===== src/rtl/alu_issue.sv =====
// Decode/issue stage feeding a multi-cycle ALU: register file, operand issue, writeback, flags.
// Optional: define ALU_ISSUE_R0_ZERO_EN to hard-wire R0 to zero.
module alu_issue #(
    parameter int DATA_W  = 16,
    parameter int REG_CNT = 16,
    parameter int TIMEOUT = 15
) (
    input  logic              clk,
    input  logic              rst_n,
    input  logic              instr_valid,
    input  logic [15:0]       instr,
    output logic              instr_ready,
    output logic              alu_incoming,
    output logic [3:0]        alu_operator,
    output logic [DATA_W-1:0] alu_a,
    output logic [DATA_W-1:0] alu_b,
    input  logic [DATA_W-1:0] alu_y,
    input  logic              alu_carry,
    input  logic              alu_signov,
    input  logic              alu_done,
    output logic              flag_c,
    output logic              flag_v,
    output logic              busy,
    output logic              err_illegal,
    output logic              err_timeout,
    input  logic              err_clr,
    input  logic [3:0]        dbg_addr,
    output logic [DATA_W-1:0] dbg_data
);

    typedef enum logic [1:0] {S_IDLE, S_ISSUE, S_WAIT, S_WB} state_t;

    state_t            state;
    logic [DATA_W-1:0] regs [REG_CNT];
    logic [3:0]        rd_q;
    logic              ldi_q;
    logic [DATA_W-1:0] y_q;
    logic              c_q;
    logic              v_q;
    logic [7:0]        cnt;

    logic [3:0] op;
    logic       op_illegal;
    logic       op_ldi;
    logic       wr_ok;

    assign op         = instr[15:12];
    assign op_illegal = (op == 4'd6) || (op == 4'd13) || (op == 4'd14);
    assign op_ldi     = (op == 4'd15);

    function automatic logic [DATA_W-1:0] rd_reg(input logic [3:0] addr);
`ifdef ALU_ISSUE_R0_ZERO_EN
        rd_reg = (addr == 4'd0) ? '0 : regs[addr];
`else
        rd_reg = regs[addr];
`endif
    endfunction

`ifdef ALU_ISSUE_R0_ZERO_EN
    assign wr_ok = (rd_q != 4'd0);
`else
    assign wr_ok = 1'b1;
`endif

    assign dbg_data = rd_reg(dbg_addr);

    always_ff @(posedge clk or negedge rst_n) begin
        if (!rst_n) begin
            state        <= S_IDLE;
            instr_ready  <= 1'b1;
            alu_incoming <= 1'b0;
            alu_operator <= '0;
            alu_a        <= '0;
            alu_b        <= '0;
            flag_c       <= 1'b0;
            flag_v       <= 1'b0;
            busy         <= 1'b0;
            err_illegal  <= 1'b0;
            err_timeout  <= 1'b0;
            rd_q         <= '0;
            ldi_q        <= 1'b0;
            y_q          <= '0;
            c_q          <= 1'b0;
            v_q          <= 1'b0;
            cnt          <= '0;
            for (int unsigned i = 0; i < REG_CNT; i++) regs[i] <= '0;
        end else begin
            alu_incoming <= 1'b0;
            // Clear first so a same-cycle error set below takes precedence.
            if (err_clr) begin
                err_illegal <= 1'b0;
                err_timeout <= 1'b0;
            end
            case (state)
                S_IDLE: begin
                    if (instr_valid) begin
                        rd_q <= instr[11:8];
                        if (op_illegal) begin
                            err_illegal <= 1'b1;
                        end else if (op_ldi) begin
                            ldi_q       <= 1'b1;
                            y_q         <= DATA_W'(instr[7:0]);
                            state       <= S_WB;
                            instr_ready <= 1'b0;
                            busy        <= 1'b1;
                        end else begin
                            ldi_q        <= 1'b0;
                            alu_operator <= op;
                            alu_a        <= rd_reg(instr[7:4]);
                            alu_b        <= rd_reg(instr[3:0]);
                            alu_incoming <= 1'b1;
                            state        <= S_ISSUE;
                            instr_ready  <= 1'b0;
                            busy         <= 1'b1;
                        end
                    end
                end
                S_ISSUE: begin
                    cnt   <= '0;
                    state <= S_WAIT;
                end
                S_WAIT: begin
                    if (alu_done) begin
                        y_q   <= alu_y;
                        c_q   <= alu_carry;
                        v_q   <= alu_signov;
                        state <= S_WB;
                    end else if (cnt == 8'(TIMEOUT - 1)) begin
                        err_timeout <= 1'b1;
                        state       <= S_IDLE;
                        instr_ready <= 1'b1;
                        busy        <= 1'b0;
                    end else begin
                        cnt <= cnt + 8'd1;
                    end
                end
                S_WB: begin
                    if (wr_ok) regs[rd_q] <= y_q;
                    if (!ldi_q) begin
                        flag_c <= c_q;
                        flag_v <= v_q;
                    end
                    state       <= S_IDLE;
                    instr_ready <= 1'b1;
                    busy        <= 1'b0;
                end
                default: state <= S_IDLE;
            endcase
        end
    end

endmodule

===== config.mk =====
export PLATFORM = sky130hd
export DESIGN_NAME = alu_issue
export DESIGN_NICKNAME = d
export VERILOG_FILES = /design/src/rtl/alu_issue.sv
export SDC_FILE = /design/constraint.sdc
export NUM_CORES = 1
export LEC_CHECK = 0
export ABC_CLOCK_PERIOD_IN_PS = 9670
export BUFFER_PORTS_ARGS = -buffer_cell sky130_fd_sc_hd__clkbuf_2
export CORE_MARGIN = 2
export CORE_UTILIZATION = 50
export DETAILED_ROUTE_END_ITERATION = 10
export HOLD_SLACK_MARGIN = 0.06
export PLACE_DENSITY = 0.67
export SYNTH_ARGS = -nofsm -noshare
export SYNTH_HDL_FRONTEND = slang
export SYNTH_SLANG_ARGS = --single-unit

===== constraint.sdc =====
create_clock -name clk -period 9.67 [get_ports clk]
set_input_delay 2.901 -clock clk [delete_from_list [all_inputs] [get_ports clk]]
set_output_delay 2.901 -clock clk [all_outputs]
set_load 0.01 [all_outputs]

==> results of run 1 <==
critical path, cell delays in order:
cell                       delay, ps
sky130_fd_sc_hd__buf_4           790
sky130_fd_sc_hd__buf_4           360
sky130_fd_sc_hd__mux4_1          550
sky130_fd_sc_hd__mux4_2          490
sky130_fd_sc_hd__clkbuf_2        140
final cells by class:
| type | count | area, um2 | share of cell area |
|---|---|---|---|
| Tap cell | 468 | 586 | 0.0282 |
| Sequential cell | 332 | 8310 | 0.400 |
| Inverter | 16 | 60.1 | 0.00289 |
| Timing Repair Buffer | 132 | 768 | 0.0370 |
| Clock inverter | 11 | 180 | 0.00867 |
| Clock buffer | 57 | 1190 | 0.0571 |
| Multi-Input combinational cell | 783 | 9690 | 0.466 |
state kept, by name, indices dropped and copies added (netlist names), 2 cells and up:
name and flops:
alu_b 16, rd_q 4, cnt 8, state 2, alu_operator 4, y_q 16
alu_a 16, regs 256
layout by cell type, fill, tap and decap left out, types with 11 or more instances in the layout:
cell type / synthesis / final
sky130_fd_sc_hd__mux4_2: 186 / 186
sky130_fd_sc_hd__nand2_1: 64 / 64
sky130_fd_sc_hd__mux4_1: 22 / 22
sky130_fd_sc_hd__a21oi_1: 35 / 35
sky130_fd_sc_hd__o22a_1: 11 / 11
sky130_fd_sc_hd__o21ai_0: 42 / 42
sky130_fd_sc_hd__inv_1: 16 / 16
sky130_fd_sc_hd__o22ai_1: 67 / 67
sky130_fd_sc_hd__dfrtp_1: 331 / 331
sky130_fd_sc_hd__clkbuf_2: 1 / 94
sky130_fd_sc_hd__mux2_2: 251 / 251
sky130_fd_sc_hd__clkbuf_16: 0 / 41
sky130_fd_sc_hd__buf_4: 19 / 33
power groups by stage:
stage | Clock, mW | Sequential (mW) | Combinational (mW)
final | 1.57 | 2.44 | 1.63
after global routing | 1.64 | 2.51 | 1.76
after detailed placement | 0 | 2.44 | 1.63
after global placement | 0 | 2.42 | 1.59
after CTS | 1.59 | 2.42 | 1.63
after floorplan | 0 | 2.19 | 1.32
final timing paths:
path,depth (start not counted),start,slack (ps),end
min reg2reg,1,ldi_q$_DFFE_PN0P_,490,ldi_q$_DFFE_PN0P_
max reg2reg,4,state[0]$_DFFE_PN0P_,6790,regs[135]$_DFFE_PN0P_
min in group asynchronous,1,rst_n,2440,regs[11]$_DFFE_PN0P_
min,1,ldi_q$_DFFE_PN0P_,490,ldi_q$_DFFE_PN0P_
max,5,dbg_addr[0],1470,dbg_data[10]
max in group asynchronous,2,rst_n,5770,err_illegal$_DFF_PN0_
kinds of logic after synthesis:
| kind of cell | share of synthesized area |
|---|---|
| buf+inv | 0.0411 |
| xor+xnor | 0.00234 |
| mux | 0.415 |
| fa+ha+maj | 0.00134 |
| compound gates | 0.0615 |
| flops | 0.444 |
| simple gates | 0.0349 |
per-stage QoR:
| step | area, um2 | utilization | std cells |
|---|---|---|---|
| 2_1_floorplan | 18700 | - | 1251 |
| 6_report | 20800 | 0.565 | 1799 |
| 5_1_grt | 20800 | 0.565 | 1799 |
| 3_5_place_dp | 19400 | 0.528 | 1731 |
| 3_3_place_gp | 19400 | 0.528 | 1731 |
| 4_1_cts | 20800 | 0.565 | 1799 |
layer usage:
metal | track usage | vias to the layer above | wire length, um | share of wire
met5 | 0 | - | 0 | 0
li1 | - | 5062 | - | -
met3 | 0.0659 | 133 | 4620 | 0.086
met2 | 0.452 | 657 | 25400 | 0.47
met4 | 0.106 | 0 | 1950 | 0.036
met1 | 0.388 | 6505 | 21600 | 0.40
==> flow_summary.yaml, run 1 <==
timing:
  timing.clock.skew_ps: 12.2
  unrepaired_setup_endpoints_after_global_routing: "false"
  layout_setup_ws_ps: 1470
  finalCriticalPeriod_ps: 8200
  achievable-frequency_mhz: 122
  slew_headroom: 0.264
  final-setup-viol-count: 0
  maxSlewViolCount: 0
  setup_total_negative_slack_ps: 0
  number_of_hold_violations_in_the_final_report: 0
  fin_worst_hold_slack_ps: 493
  worst_slew_pin_slew_ps: 1100
  share_of_the_clock_period_used_by_the_worst_path_after_layout: 0.848
clock_tree:
  cts_num_sinks: 332
  total_setup_buffers_inserted_after_cts: 0
  htree_levels: 2
  root_buffer: "sky130_fd_sc_hd__clkbuf_16"
  cts_tree: "yes"
  post_cts_resize_count: 0
  cts_buffer_depth: 3
  worst_skew_pair.late_latency_ps: 530
  cts_inserted_buffers: 38
  worst_setup_hold_path_clk_slew_ps: 60
  cts.hold.buffers_added: 0
synthesis:
  synthesis.area_mm2: 0.0187
  synth-edff-count: 0
  netlist-cell-type-count: 60
  yosys.cell_count.top_type: "sky130_fd_sc_hd__dfrtp_1"
  post_synth_inst_count: 1251
  yosys_register_bits: 332
  ys.flop_type: "sky130_fd_sc_hd__dfrtp_1"
  postSynthNetCount: 1296
  synthTopCellsByArea: "sky130_fd_sc_hd__dfrtp_1, sky130_fd_sc_hd__mux4_2, sky130_fd_sc_hd__mux2_2"
  yosys.area.top_type: "sky130_fd_sc_hd__dfrtp_1"
  yosys-top-cells-count: "sky130_fd_sc_hd__dfrtp_1, sky130_fd_sc_hd__mux2_2, sky130_fd_sc_hd__mux4_2, sky130_fd_sc_hd__o22ai_1, sky130_fd_sc_hd__nand2_1"
  synthDominantCellAreaShare: 0.442
  synth_seq_area_share: 0.444
  postSynthAreaPerCell_um2: 15.0
  synth_async_sr_flop_share: 1.00
  yosys_warn_count: 0
power_and_ir_drop:
  total_power_mw: 5.64
  power.static_leakage_nw: 9.23
  power_switching_mw: 1.84
  switching_share: 0.327
  vdd_ir_drop_max_uv: 156
  cellPowerDensity_mw_per_mm2: 271
  power_frac_comb: 0.288
  pwr-share-clk: 0.278
  seq_power_share: 0.434
  power.internal_mw: 3.80
die:
  die_height_um: 198
  die_w_um: 198
  design.die.area_mm2: 0.0390
  floorplan.core_area_mm2: 0.0368
  number_of_top_level_pins: 102
  initial_utilization: 0.509
  row_count: 70
grt:
  global_route_wire_length_before_repair_mm: 82.1
  first_global_vias: 12900
  grt_antenna_before_repair: 0
  maximum_number_of_pins_on_one_net_before_global_route_repair: 162
  global_route_total_overflow: 0
  track_usage: 0.285
outcome:
  run_status: "finished, final reports clean"
route:
  drc: 0
  wl_mm: 53.6
  violation_count_after_the_first_detailed_routing_iteration: 983
  via_per_instance_ratio: 6.87
  antenna_violating_nets_post_route: 0
  via_count: 12400
  detail_route.wl_per_cell_um: 29.8
  detail_route.first_pass.iterations: 5
placement:
  routabilityCongestion: 0.882
  post-dp-hpwl_mm: 31.6
  io_buffer_count: 101
  place_worst_setup_slack_ps: 1450
layout:
  nFillCells: 2955
  area_delta_synth_final_pct: 10.9
  finish.net_count: 1348
  antennaDiodeCount: 0
  layout_cells_sized_above_1: 0.502
setup_path:
  worst_setup_path_end_kind: "primary output"
  cp.required_ps: 6770
  startpoint_type: "input port"
  crit_path_max_fanout: 57
  timing.critical_path.arrival_ps: 5300
  setup.worst_path.class: "in2out"
hold_path:
  hold_path.class: "reg2reg"
job:
  maxCapViolations: 0
Power figures use the tool's default switching activity.
==> inputs of run 2 (changes only) <==
Settings changed: ABC_CLOCK_PERIOD_IN_PS 9670 to 6700, PLACE_DENSITY 0.67 to 0.7.
Clock period 9.67 ns to 6.7 ns, I/O delays scaled along.
==> run 2 against run 1 <==
  * First-iteration DRC count rose by 24%
  * Global-route usage fell by 0.36 points
  * Critical path depth unchanged
  * Sequential share of layout area is essentially flat
  * Die area unchanged
  * Clock power up 43%
  * Worst hold slack got worse by 0.91 ps
  * Sequential cell count did not move
  * Clock-buffer cell count fell by 12
  * Utilization about the same
  * Via count is 0.24% lower
  * Final cell count barely moved
  * Largest power group unchanged
==> flow_summary.yaml, run 2 (same netlist as run 1, synthesis figures left out) <==
outcome:
  run_status: "finished, final reports clean"
job:
  maxCapViolations: 0
power_and_ir_drop:
  vdd_ir_drop_max_uv: 242
  cellPowerDensity_mw_per_mm2: 391
  power.static_leakage_nw: 9.24
  total_power_mw: 8.13
clock_tree:
  cts.hold.buffers_added: 0
  post_cts_resize_count: 0
  total_setup_buffers_inserted_after_cts: 0
  cts_buffer_depth: 3
  root_buffer: "sky130_fd_sc_hd__clkbuf_16"
  worst_setup_hold_path_clk_slew_ps: 60
  worst_skew_pair.late_latency_ps: 540
  htree_levels: 2
  cts_num_sinks: 332
  cts_inserted_buffers: 37
  cts_tree: "yes"
layout:
  number_of_flip_flops_under_the_largest_register_name: 256
  layout.cells.most_common: "sky130_fd_sc_hd__dfrtp_1"
  max_flop_register: "regs"
  area_delta_synth_final_pct: 11.0
  post-route-util: 0.565
  antennaDiodeCount: 0
  layout_cells_sized_above_1: 0.504
  finish.net_count: 1349
  mostFrequentLayoutCells: "sky130_fd_sc_hd__dfrtp_1, sky130_fd_sc_hd__mux2_2, sky130_fd_sc_hd__mux4_2"
  nFillCells: 2844
route:
  antenna_violating_nets_post_route: 0
  via_count: 12300
  detail_route.wl_per_cell_um: 29.4
  drc: 0
  wl_mm: 52.9
  detail_route.first_pass.iterations: 7
  violation_count_after_the_first_detailed_routing_iteration: 1223
  via_per_instance_ratio: 6.86
grt:
  grt_antenna_before_repair: 0
  global_route_wire_length_before_repair_mm: 81.1
  maximum_number_of_pins_on_one_net_before_global_route_repair: 93
  global_route_total_overflow: 0
  first_global_vias: 12700
  track_usage: 0.282
die:
  floorplan.core_area_mm2: 0.0368
  number_of_top_level_pins: 102
  design.die.area_mm2: 0.0390
  row_count: 70
  initial_utilization: 0.509
  die_height_um: 198
  die_w_um: 198
timing:
  timing.clock.skew_ps: 19.1
  slew_headroom: 0.313
  maxSlewViolCount: 0
  worst_slew_pin_slew_ps: 1030
  final-setup-viol-count: 0
  share_of_the_clock_period_used_by_the_worst_path_after_layout: 0.879
  unrepaired_setup_endpoints_after_global_routing: "false"
  number_of_hold_violations_in_the_final_report: 0
  setup_total_negative_slack_ps: 0
  finalCriticalPeriod_ps: 5890
  achievable-frequency_mhz: 170
setup_path:
  cp_top_family: "multiplexers"
  worst_r2r_path_cells: 6
  timing.critical_path.cells: "buf_4, buf_12, mux4_1, mux4_2, clkbuf_2"
  cp_slowest_cell: "sky130_fd_sc_hd__mux4_1"
  path_buf_inv: 3
  crit_path_max_fanout: 64
  timing.critical_path.arrival_ps: 3880
  worstReg2RegStart: "state[1]$_DFFE_PN0P_"
  cp.required_ps: 4690
  critical_path.reg2reg.endpoint: "alu_b[8]$_DFFE_PN0P_"
  crit_start: "dbg_addr[0]"
  reg2reg_setup_slack_ps: 3540
  startpoint_type: "input port"
  worst_setup_path_end_kind: "primary output"
  setup.worst_path.class: "in2out"
  critPathMaxStageDelay_ps: 670
hold_path:
  min_from: "alu_operator[0]$_DFFE_PN0P_"
  min_delay_path_depth: 1
  min_delay_worst_endpoint: "alu_operator[0]$_DFFE_PN0P_"
  hold_path.class: "reg2reg"
placement:
  post-dp-hpwl_mm: 31.8
  io_buffer_count: 101
  routabilityCongestion: 0.872
-- run 2: cell count changes in the layout (fill, tap and decap cells not counted), sizes merged --
cell,change
buf,+2
bufinv,+3
clkbuf,-12
clkinv,+5
inv,+1
-- run 2: how the worst max path moves through the flow --
stage | end | cells after the start
finish | dbg_data[13] | 5
global route | dbg_data[13] | 5
CTS | dbg_data[13] | 5
detailed placement | dbg_data[13] | 5
global placement | dbg_data[15] | 5
floorplan | dbg_data[10] | 4
-- run 2: final cells by class --
| class | count | area (um2) | share of cell area |
|---|---|---|---|
| Sequential cell | 332 | 8310 | 0.400 |
| Timing Repair Buffer | 134 | 796 | 0.0383 |
| Inverter | 16 | 60.1 | 0.00289 |
| Tap cell | 468 | 586 | 0.0282 |
| Clock inverter | 20 | 304 | 0.0146 |
| Clock buffer | 45 | 1040 | 0.0499 |
| Multi-Input combinational cell | 783 | 9700 | 0.467 |
-- run 2: per-stage QoR --
stage	std cells	worst slack, ps	hold slack (ps)	instance area, um2
5_1_grt	1798	745	504	20800
3_5_place_dp	1733	823	481	19500
6_report	1798	813	492	20800
2_1_floorplan	1251	1330	464	18700
3_3_place_gp	1733	879	472	19500
4_1_cts	1798	803	495	20800
-- run 2: per-layer routing --
| layer | GRT usage | vias to the layer above | wire length (um) |
|---|---|---|---|
| met5 | 0 | - | 0 |
| met4 | 0.110 | 0 | 2060 |
| met3 | 0.0671 | 144 | 4310 |
| met2 | 0.447 | 579 | 25400 |
| met1 | 0.379 | 6549 | 21200 |
| li1 | - | 5055 | - |
-- run 2: power by group --
part	leakage, nW	total, mW	internal (mW)	switching [mW]
Combinational	4.19	2.36	1.40	0.959
Clock	0.672	2.25	1.41	0.840
Sequential	4.37	3.52	2.67	0.848
